--- src/rtl/player_input_controller_if.sv ---
// player_input_controller_if: pushbutton inputs and the command handshake
// between the front panel, the input controller and the game FSM.
interface player_input_controller_if;
    logic [2:0] keyN;
    logic       cmdAck;
    logic       cmdValid;
    logic [1:0] cmd;
    logic [2:0] keyLevel;
    logic       cmdOverrun;
    modport master (output keyN, cmdAck, input cmdValid, cmd, keyLevel, cmdOverrun);
    modport slave  (input keyN, cmdAck, output cmdValid, cmd, keyLevel, cmdOverrun);
endinterface

--- src/rtl/player_input_controller.sv ---
// player_input_controller: synchronise, debounce and edge-detect the HIT/STAND/DEAL buttons,
// then hold one command under a valid/ack handshake for the game FSM.
module player_input_controller #(
    parameter int DEBOUNCE_CYCLES = 500000,
    parameter int CNT_W           = 20
) (
    input logic clk,
    input logic reset,
    player_input_controller_if.slave bus
);
    typedef enum logic {IDLE, PENDING} stateT;
    localparam logic [CNT_W-1:0] LAST = CNT_W'(DEBOUNCE_CYCLES - 1);
    stateT      state;
    logic [2:0] sync1, sync2, stable, stableD, pressEvt;
    logic [1:0] nextCmd, cmdQ;
    logic       anyEvt, multiEvt, cmdValidQ, overrunQ;
    always_ff @(posedge clk or posedge reset) begin
        if (reset) begin
            sync1   <= '0;
            sync2   <= '0;
            stableD <= '0;
        end else begin
            sync1   <= ~bus.keyN;
            sync2   <= sync1;
            stableD <= stable;
        end
    end
    for (genvar k = 0; k < 3; k++) begin : gKey
        logic [CNT_W-1:0] cnt;
        logic             stab;
        // any sample back at the stable level restarts the count
        always_ff @(posedge clk or posedge reset) begin
            if (reset) begin
                cnt  <= '0;
                stab <= 1'b0;
            end else if (sync2[k] == stab) begin
                cnt <= '0;
            end else if (cnt == LAST) begin
                stab <= sync2[k];
                cnt  <= '0;
            end else begin
                cnt <= cnt + 1'b1;
            end
        end
        assign stable[k] = stab;
    end
    assign pressEvt = stable & ~stableD;
    assign anyEvt   = |pressEvt;
    assign multiEvt = (pressEvt & (pressEvt - 3'd1)) != 3'd0;
    assign nextCmd  = pressEvt[2] ? 2'b11 : pressEvt[1] ? 2'b10 : 2'b01;
    always_ff @(posedge clk or posedge reset) begin
        if (reset) begin
            state     <= IDLE;
            cmdValidQ <= 1'b0;
            cmdQ      <= 2'b00;
            overrunQ  <= 1'b0;
        end else if (state == IDLE) begin
            if (anyEvt) begin
                state     <= PENDING;
                cmdValidQ <= 1'b1;
                cmdQ      <= nextCmd;
                if (multiEvt) overrunQ <= 1'b1;
            end
        end else if (bus.cmdAck && anyEvt) begin
            cmdQ <= nextCmd;
            if (multiEvt) overrunQ <= 1'b1;
        end else if (bus.cmdAck) begin
            state     <= IDLE;
            cmdValidQ <= 1'b0;
            cmdQ      <= 2'b00;
        end else if (anyEvt) begin
            overrunQ <= 1'b1;
        end
    end
    assign bus.cmdValid   = cmdValidQ;
    assign bus.cmd        = cmdQ;
    assign bus.keyLevel   = stable;
    assign bus.cmdOverrun = overrunQ;
endmodule

--- src/flat_wrapper.sv ---
// flat-port wrapper written by rule: the top's interface ports become plain ports
module player_input_controller_flat 
#(
    parameter int DEBOUNCE_CYCLES = 500000,
    parameter int CNT_W           = 20
)
  (clk, reset, bus_keyN, bus_cmdAck, bus_cmdValid, bus_cmd, bus_keyLevel, bus_cmdOverrun);
  player_input_controller_if bus_i ();
  input logic clk;
  input logic reset;
  input wire logic [$bits(bus_i.keyN)-1:0] bus_keyN;
  input wire logic [$bits(bus_i.cmdAck)-1:0] bus_cmdAck;
  output wire logic [$bits(bus_i.cmdValid)-1:0] bus_cmdValid;
  output wire logic [$bits(bus_i.cmd)-1:0] bus_cmd;
  output wire logic [$bits(bus_i.keyLevel)-1:0] bus_keyLevel;
  output wire logic [$bits(bus_i.cmdOverrun)-1:0] bus_cmdOverrun;
  assign bus_i.keyN = bus_keyN;
  assign bus_i.cmdAck = bus_cmdAck;
  assign bus_cmdValid = bus_i.cmdValid;
  assign bus_cmd = bus_i.cmd;
  assign bus_keyLevel = bus_i.keyLevel;
  assign bus_cmdOverrun = bus_i.cmdOverrun;
  player_input_controller #(.DEBOUNCE_CYCLES(DEBOUNCE_CYCLES), .CNT_W(CNT_W)) u_core (.clk(clk), .reset(reset), .bus(bus_i));
endmodule
--- config.mk ---
export PLATFORM = sky130hd
export DESIGN_NAME = player_input_controller_flat
export DESIGN_NICKNAME = d
export VERILOG_FILES = /design/src/rtl/player_input_controller_if.sv /design/src/rtl/player_input_controller.sv /design/src/flat_wrapper.sv
export SDC_FILE = /design/constraint.sdc
export NUM_CORES = 1
export LEC_CHECK = 0
export CAP_MARGIN = 40
export CELL_PAD_IN_SITES_DETAIL_PLACEMENT = 0
export CELL_PAD_IN_SITES_GLOBAL_PLACEMENT = 1
export CORE_MARGIN = 3
export CORE_UTILIZATION = 43
export DETAILED_ROUTE_END_ITERATION = 10
export PLACE_DENSITY_LB_ADDON = 0.1
export SYNTH_ARGS = -nofsm -noshare
export SYNTH_HDL_FRONTEND = slang
export SYNTH_SLANG_ARGS = --single-unit
--- constraint.sdc ---
create_clock -name clk -period 2.6 [get_ports clk]
set_input_delay 0.52 -clock clk [delete_from_list [all_inputs] [get_ports clk]]
set_output_delay 0.52 -clock clk [all_outputs]
set_load 0.02 [all_outputs]
==> flow_summary.ini, run 1 <==
[run_status]
status = finished, final reports clean

[pwr]
clock_power_share = 0.421
switching_power_uw = 508.2
cellPowerDensity_mw_per_mm2 = 548.2
p_leak_uw = 0.001716
ir_drop_mv = 0.2443
p_int_uw = 1797
seqPwrFrac = 0.536
pwr-share-comb = 0.043
sw_frac_of_total = 0.2204

[clock_network]
cts_buffers = 9
postCtsSetupBuffers = 0
root_buffer = clkbuf_8
htree_num_levels = 3
clkLatencyLatePin_ps = 350
cts_resized = 0
cts_sinks = 77
clk_pin_slew_worst_paths_ps = 80
cts_tree = done
cts_hold_buffers = 0
cts_buffer_depth = 2

[floorplanning]
pin_count = 13
dieArea_mm2 = 0.009812
start_util = 0.4487
core-area_mm2 = 0.008299
fp-row-count = 33
die_x_um = 99.06
die_h_um = 99.06

[global_routing]
grt_pass1_vias = 2681
grt_pass1_wl_mm = 12.30
antenna_found_initial = 0
grt_usage = 0.1535
grt_start_max_net_pins = 78
grt_overflow = 0

[sta]
setup-tns-final_ps = 0
slew_headroom = 0.6328
fmax_ghz = 0.4772
report.final.hold_viol_count = 0
fin_ws_ps = 504.4
rsz0062_at_grt = false
setup_viol = 0
tightest_slew_ps = 544.9
drv_slew = 0
period_minus_slack_ps = 2096
timing.final.crit_share = 0.8060
clock_skew_ps = 9.062

[layout]
multi_input_area_mm2 = 0.001674
antennaDiodeCount = 0
nNetsFinal = 404
area_growth_pct = 12.94
fill_cells = 773
register_area_mm2 = 0.001927
fin_area_mm2 = 0.004205
layout_commonest_cell = dfrtp_1
drive_above_1_share = 0.09250
final_cell_mix = dfrtp_1, nor2_1, xnor2_1, nand2_1, nand3_1
finish.utilization = 0.5067

[yosys]
synth.distinct_cells = 46
ys_async_sr_fraction = 1.000
yosysSeqAreaShare = 0.5175
syn_inst = 375
synth-seq-cells = 77
synth_area_mm2 = 0.003724
ys_warn_count = 0
ys.flop_type = dfrtp_1
syn_avg_cell_area_um2 = 9.930
synth-edff-count = 0
syn_nets = 384

[critical_path]
path_cells = ha_1, nand4_4, or4_4, or4b_4, a21oi_2
reg2reg_from = u_core.gKey[0].cnt[0]
cpLargestDelayFamily = simple AND/OR/NAND/NOR gates
crit_arrival_ps = 2370
crit_path_max_fanout = 7
worst_path_max_delay_cell = or4_4
cp-startpoint = u_core.gKey[0].cnt[0]
crit_path_end_kind = register
crit_required_ps = 2870
cp.buffers_inverters = 0
crit_type = register to register
slowest_delay_ps = 570
start_kind = register

[routing]
drc = 0
wire_per_inst_um = 13.56
drtIter0Drc = 93
vias_per_cell = 5.309
vias = 2681
firstDrtPassIters = 4
ant_nets = 0
highest_layer = met4
met2_length_mm = 3.126
route.met3.wl_um = 150
wl_met1_mm = 3.435
wirelength_mm = 6.848

[placed_design]
dp_hpwl_mm = 4.680
port_buffers = 12
routabilityCongestion = 0.7686
post-place-ws_ps = 512.7
placed_area_mm2 = 0.003998

[worst_hold_path]
hold_class = register to register
holdCritStartpoint = u_core.sync1[1]

[job]
maxCapViolCount = 0
[worst reg2reg max path, stage by stage (launching register included)]
cell and delay, ps:
dfrtp_1 410, ha_1 270, nand4_4 150, or4_4 570, or4b_4 500, a21oi_2 130
[cell type report]
| type | instances | share of cell area |
|---|---|---|
| flip-flops and latches | 77 | 0.4582 |
| clock buffers | 12 | 0.03213 |
| clock inverters | 4 | 0.01726 |
| inverters | 17 | 0.01547 |
| well taps | 105 | 0.03124 |
| multi-input cells | 269 | 0.3981 |
| repair buffers | 21 | 0.04760 |
[power by group through the flow]
| stage | sequential [uW] | combinational, uW | clock, uW |
|---|---|---|---|
| after floorplan | 1260 | 59.6 | 0 |
| after global placement | 1260 | 104 | 0 |
| after detailed placement | 1260 | 104 | 0 |
| after CTS | 1240 | 104 | 1010 |
| after global routing | 1240 | 116 | 1050 |
| final | 1240 | 99.8 | 970 |
[state kept, by name, indices dropped and copies added, names as in the netlist]
name / count
u_core.state: 1
u_core.sync1: 3
u_core.bus.cmd: 2
u_core.sync2: 3
u_core.bus.cmdOverrun: 1
u_core.gKey.cnt: 60
u_core.stableD: 3
u_core.bus.cmdValid: 1
u_core.gKey.stab: 3
[logic make-up after synthesis]
family | Yosys count | synth area share
DFF | 77 | 0.5175
adders and majority gates | 4 | 0.01277
AOI/OAI and AO/OA | 41 | 0.06552
buffers and inverters | 29 | 0.03495
muxes | 4 | 0.01176
and+or+nand+nor | 178 | 0.2587
xor gates and xnor gates | 42 | 0.09879
[Yosys cell counts (all sizes together), types with 2 or more instances]
| library cell | number | area, um2 |
|---|---|---|
| a21oi | 16 | 83.83 |
| a22oi | 2 | 15.01 |
| and2 | 2 | 12.51 |
| and3 | 5 | 31.28 |
| and4 | 2 | 17.52 |
| buf | 5 | 37.54 |
| clkbuf | 7 | 28.78 |
| dfrtp | 77 | 1927 |
| ha | 3 | 37.54 |
| inv | 17 | 63.81 |
| mux2 | 3 | 33.78 |
| nand2 | 21 | 78.83 |
| nand2b | 6 | 37.54 |
| nand3 | 21 | 105.1 |
| nand3b | 2 | 15.01 |
| nand4 | 18 | 133.9 |
| nand4b | 2 | 17.52 |
| nor2 | 51 | 191.4 |
| nor3 | 11 | 55.05 |
| nor4 | 12 | 75.07 |
| nor4b | 2 | 17.52 |
| o21ai | 14 | 70.06 |
| o31ai | 4 | 35.03 |
| o41ai | 2 | 17.52 |
| or2 | 2 | 12.51 |
| or3 | 9 | 56.30 |
| or4 | 7 | 56.30 |
| or4b | 3 | 33.78 |
| xnor2 | 30 | 262.8 |
| xor2 | 12 | 105.1 |
[final timing paths]
kind | to | slack [ps] | depth (start not counted)
worst min register to register | u_core.sync2[1] | 350 | 0
max in group asynchronous | u_core.gKey[0].cnt[18] | 1710 | 3
worst max register to register | u_core.gKey[0].cnt[18] | 500 | 5
min in group asynchronous | u_core.sync2[1] | 570 | 3
worst max-delay path | u_core.gKey[0].cnt[18] | 500 | 5
worst min-delay path | u_core.sync2[1] | 350 | 0
[metal layers]
metal,track usage,vias up
met5,0,-
met1,0.2099,1295
met3,0.02760,12
met2,0.2381,22
met4,0.06933,0
li1,-,1352
[through the flow]
step / hold WS, ps / power [uW] / cells
floorplan: 331.2 / 1319 / 375
global placement: 334.5 / 1364 / 489
detailed placement: 337.8 / 1364 / 489
CTS: 357.7 / 2347 / 505
global route: 366.0 / 2409 / 505
finish: 354.6 / 2306 / 505
Power figures use the tool's default switching activity.
==> inputs of run 2 (changes only) <==
--- a/config.mk
+++ b/config.mk
@@ -9,7 +9,7 @@
 export CELL_PAD_IN_SITES_DETAIL_PLACEMENT = 0
 export CELL_PAD_IN_SITES_GLOBAL_PLACEMENT = 1
 export CORE_MARGIN = 3
-export CORE_UTILIZATION = 43
+export CORE_UTILIZATION = 48
 export DETAILED_ROUTE_END_ITERATION = 10
 export PLACE_DENSITY_LB_ADDON = 0.1
 export SYNTH_ARGS = -nofsm -noshare
==> constraint.sdc (replaced) <==
create_clock -name clk -period 2.14 [get_ports clk]
set_input_delay 0.428 -clock clk [delete_from_list [all_inputs] [get_ports clk]]
set_output_delay 0.428 -clock clk [all_outputs]
set_load 0.02 [all_outputs]
==> run 2 against run 1 <==
Critical path depth is 1 lower. Sequential power is 21% higher. Sequential cell count stayed put. Total power is 19% higher. Global-route usage is 2.0 points higher. Via count is 1.5% higher. Worst setup slack worse by 380 ps. Non-clock buffer count is 14 higher. Clock power is 13% higher.
==> flow_summary.ini, run 2 (synthesis gave the netlist of run 1 again) <==
[critical_path]
start_kind = register
crit_required_ps = 2360
r2r_cells = 4
crit_arrival_ps = 2240
crit_path_end_kind = register
crit_path_max_fanout = 2
crit_type = register to register

[global_routing]
antenna_found_initial = 0
grt_overflow = 0
grt_pass1_vias = 2661
grt_pass1_wl_mm = 12.21
grt_usage = 0.1740
grt_start_max_net_pins = 45

[floorplanning]
fp-row-count = 31
dieArea_mm2 = 0.008850
start_util = 0.5053
pin_count = 13
die_h_um = 94.08
core-area_mm2 = 0.007370
die_x_um = 94.08

[sta]
setup-tns-final_ps = 0
setup_viol = 0
report.final.hold_viol_count = 0
slew_headroom = 0.6971
fmax_ghz = 0.4960
clock_skew_ps = 7.161
timing.final.crit_share = 0.9421
fin_ws_ps = 123.9
tightest_slew_ps = 450.2
period_minus_slack_ps = 2016
rsz0062_at_grt = false
drv_slew = 0

[pwr]
ir_drop_mv = 0.4997
p_leak_uw = 0.001787
cellPowerDensity_mw_per_mm2 = 634.3

[routing]
vias_per_cell = 5.314
vias = 2721
drc = 0
drtIter0Drc = 107
firstDrtPassIters = 4
wirelength_mm = 6.800
wire_per_inst_um = 13.28
ant_nets = 0

[layout]
nNetsFinal = 418
drive_above_1_share = 0.1259
largest-register = u_core.gKey.cnt
fill_cells = 655
fin_cells = 512
area_growth_pct = 15.73
layout_commonest_cell = dfrtp_1
antennaDiodeCount = 0
final_cell_mix = dfrtp_1, nor2_1, xnor2_1
largest_register_ffs = 60

[run_status]
status = finished, final reports clean

[clock_network]
cts_resized = 0
clk_pin_slew_worst_paths_ps = 70
cts_hold_buffers = 0
cts_buffer_depth = 2
cts_buffers = 9
clkLatencyLatePin_ps = 340
root_buffer = clkbuf_8
postCtsSetupBuffers = 0
cts_tree = done
cts_sinks = 77
htree_num_levels = 3

[worst_hold_path]
hold_class = register to register
min_path_cells = 0

[placed_design]
routabilityCongestion = 0.8001
port_buffers = 12
dp_cells = 497
dp_hpwl_mm = 4.903
post-place-ws_ps = 127.4

[job]
maxCapViolCount = 0
[run 2: layout make-up]
type / instances / area (um2) / share of cell area
multi-input cells: 269 / 1674 / 0.3885
clock inverters: 3 / 43.79 / 0.01016
inverters: 17 / 67.56 / 0.01568
well taps: 99 / 123.9 / 0.02875
flip-flops and latches: 77 / 1927 / 0.4472
repair buffers: 35 / 317.8 / 0.07375
clock buffers: 12 / 155.1 / 0.03600
[run 2: power breakdown]
group / leakage, uW / total [uW] / switching, uW / internal (uW)
Sequential: 0.00105 / 1500 / 22.6 / 1480
Combinational: 0.000638 / 132 / 76.4 / 55.1
Clock: 0.000103 / 1100 / 501 / 599
[run 2: worst paths after layout]
check                                        from                      to  slack, ps
hold reg to reg                   u_core.sync1[2]         u_core.sync2[2]        350
setup reg to reg           u_core.gKey[0].cnt[12]     u_core.gKey[0].stab        120
min in group asynchronous                   reset     u_core.bus.cmdValid        420
max in group asynchronous                   reset  u_core.gKey[0].cnt[14]       1190
hold / removal                    u_core.sync1[2]         u_core.sync2[2]        350
setup / recovery           u_core.gKey[0].cnt[12]     u_core.gKey[0].stab        120
[run 2: metrics by stage]
stage	total power (uW)	util	hold WS [ps]	area, um2
global placement	1663	0.5577	334.1	4110
floorplan	1603	-	331.2	3727
CTS	2788	0.5847	357.5	4309
finish	2733	0.5847	354.2	4309
detailed placement	1665	0.5577	338.6	4110
global route	2870	0.5847	372.6	4309
[run 2: routing by layer]
| metal | up-vias | global-route usage | wire (um) |
|---|---|---|---|
| met3 | 6 | 0.05288 | 226 |
| met2 | 34 | 0.2756 | 3131 |
| li1 | 1386 | - | - |
| met5 | - | 0 | 0 |
| met4 | 0 | 0.04573 | 53 |
| met1 | 1295 | 0.2328 | 3388 |
[run 2: worst max-delay path, cell delays in order (launching register included)]
cell and delay [ps]:
dfrtp_1 370, or4b_2 650, or4_1 430, nor2_1 110, mux2_2 340
==> patch (config.mk and constraints of run 2) <==
Make the reset (`reset`) synchronous in 3 clocked blocks.
--- a/src/rtl/player_input_controller.sv
+++ b/src/rtl/player_input_controller.sv
@@ -15,5 +15,5 @@
     logic [1:0] nextCmd, cmdQ;
     logic       anyEvt, multiEvt, cmdValidQ, overrunQ;
-    always_ff @(posedge clk or posedge reset) begin
+    always_ff @(posedge clk) begin
         if (reset) begin
             sync1   <= '0;
@@ -30,5 +30,5 @@
         logic             stab;
         // any sample back at the stable level restarts the count
-        always_ff @(posedge clk or posedge reset) begin
+        always_ff @(posedge clk) begin
             if (reset) begin
                 cnt  <= '0;
@@ -49,5 +49,5 @@
     assign multiEvt = (pressEvt & (pressEvt - 3'd1)) != 3'd0;
     assign nextCmd  = pressEvt[2] ? 2'b11 : pressEvt[1] ? 2'b10 : 2'b01;
-    always_ff @(posedge clk or posedge reset) begin
+    always_ff @(posedge clk) begin
         if (reset) begin
             state     <= IDLE;
Behaviour: same outputs for any inputs over 10 cycles, from zero or initial values and one cycle with reset high; that may be too few to reach the edited logic, so the function may still have changed.
==> patch against run 2 <==
Area after synthesis shrank 9.6%. Sequential cell count did not move. Routed wire length shrank 6.5%. Clock skew up 0.0023 ns. Design area is 8.1% lower. First-iteration DRC count shrank 2.8%. Setup slack gained 0.013 ns. Critical path type unchanged.
Power is not compared: it rests on default switching activity, and its combinational part moved more than twofold at a synthesized area within 25%.
==> patch: results (changes against run 2) <==
DRT iter0 DRCs = 104 (was 107)
Clock Tree Root = clkbuf_8 (unchanged)
vias in the first global route = 2610 (was 2661)
Hold Crit Class = reg -> reg (unchanged)
met1 GRT Util = 21.0% (was 23.3%)
syn_nets = 389 (was 384)
WL per Instance = 12.5 um (was 13.3 um)
Placement Cell Area = 3710 um2 (was 4110 um2)
number of flip-flops in the largest register = 60 (unchanged)
diode count = 0 (unchanged)
critical path's top delay family = simple AND/OR/NAND/NOR gates (unchanged)
Fill cells = 601 (was 655)
synth unique cells = 43 (was 46)
Setup WS pre-CTS = 0.0563 ns (was 0.127 ns)
Post-CTS Resized = 0 (unchanged)
Lkg Pwr = 1.27 nW
Total GRT Usage = 16.8% (was 17.4%)
routing usage on met3 = 5.93% (was 5.29%)
highest metal used = met4 (unchanged)
slowest library cell on the worst path = or4_4 (was or4b_2)
skew final = 0.00943 ns (was 0.00716 ns)
CTS HTree Levels = 3 (unchanged)
nets@finish = 421 (was 418)
antenna violations before repair = 0 (unchanged)
DP HPWL = 4620 um (was 4900 um)
CTS clk-pin slew, worst paths = 0.07 ns (about the same)
M1 WL = 3080 um (was 3390 um)
Commonest cells post-synth = dfxtp_1 (77), nor2_1 (46), a21oi_1 (26) (was dfrtp_1 (77), nor2_1 (51), xnor2_1 (30))
Synth area leaders = dfxtp_1 (46%), nor2_1 (5.1%), xnor2_1 (4.7%), xor2_1 (4.4%), a21oi_1 (3.9%) (was dfrtp_1 (52%), xnor2_1 (7.1%), nor2_1 (5.1%), nand3_1 (2.8%), xor2_1 (2.8%))
total CTS buffers = 9 (unchanged)
Worst-Skew Late Latency = 0.34 ns (about the same)
detailed-route vias per instance = 5.29 (was 5.31)
ys async rst share = 0% (was 100%)
global-route wire length before repair = 11300 um (was 12200 um)
M2 GR Usage = 27.1% (was 27.6%)
slew margin rel. = 72.3% (was 69.7%)
sequential element share of the synthesized area = 45.8% (was 51.7%)
maximum clock path buffer count = 2 (unchanged)
met2 wire len = 2930 um (was 3130 um)
critical-path maximum fanout = 5 (was 2)
largest net degree at the start of global routing = 19 (was 45)
Pre-antenna DRT Iters = 4 (unchanged)
GP Congestion = 0.799 (was 0.800)
status = complete, no violations (unchanged)
max incr delay on CP = 0.58 ns (was 0.65 ns)
crit path DAT = 2.28 ns (was 2.24 ns)
share of layout cells above drive strength 1 = 11.5% (was 12.6%)
VDD IR max = 0.441 mV
metal3 WL = 251 um (was 226 um)
-- patch: cell types whose count changed after synthesis, moves of 9 or more --
| cell | change |
|---|---|
| xnor2_1 | -12 |
| nor2b_1 | +9 |
| or4_1 | +9 |
| dfrtp_1 | -77 |
| nor4_1 | -9 |
| dfxtp_1 | +77 |
| a21oi_1 | +11 |
-- patch: power breakdown --
part / switching [mW] / total, mW / internal, mW
Combinational: 0.0207 / 0.0423 / 0.0216
Sequential: 0.00328 / 1.44 / 1.44
Clock: 0.500 / 1.33 / 0.830
Total: 0.524 / 2.81 / 2.29
-- patch: cell families after synthesis --
group | synth area share [%]
fa+ha+maj | 1.41
compound gates | 11.2
xor+xnor | 9.11
flops | 45.8
buf+inv | 3.61
simple gates | 28.9
-- patch: area by class of cell --
cell class | instances | area [um2] | share of cell area [%]
multi-input cells | 276 | 1710 | 43.1
flip-flops and latches | 77 | 1540 | 38.9
repair buffers | 34 | 298 | 7.52
clock buffers | 11 | 151 | 3.82
well taps | 93 | 116 | 2.94
clock inverters | 4 | 95.1 | 2.40
inverters | 14 | 52.6 | 1.33
-- patch: final timing paths --
kind	slack [ns]	start	depth (start not counted)	to
setup reg to reg	0.14	u_core.gKey[0].cnt[7]	4	u_core.gKey[0].stab
hold / removal	0.44	u_core.sync1[2]	1	u_core.sync2[2]
setup / recovery	0.14	u_core.gKey[0].cnt[7]	4	u_core.gKey[0].stab
hold reg to reg	0.44	u_core.sync1[2]	1	u_core.sync2[2]
-- patch: stage by stage --
| stage | instances | total power, mW |
|---|---|---|
| floorplan | 380 | 1.50 |
| global placement | 494 | 1.52 |
| detailed placement | 494 | 1.52 |
| CTS | 509 | 2.86 |
| global route | 509 | 2.93 |
| finish | 509 | 2.81 |
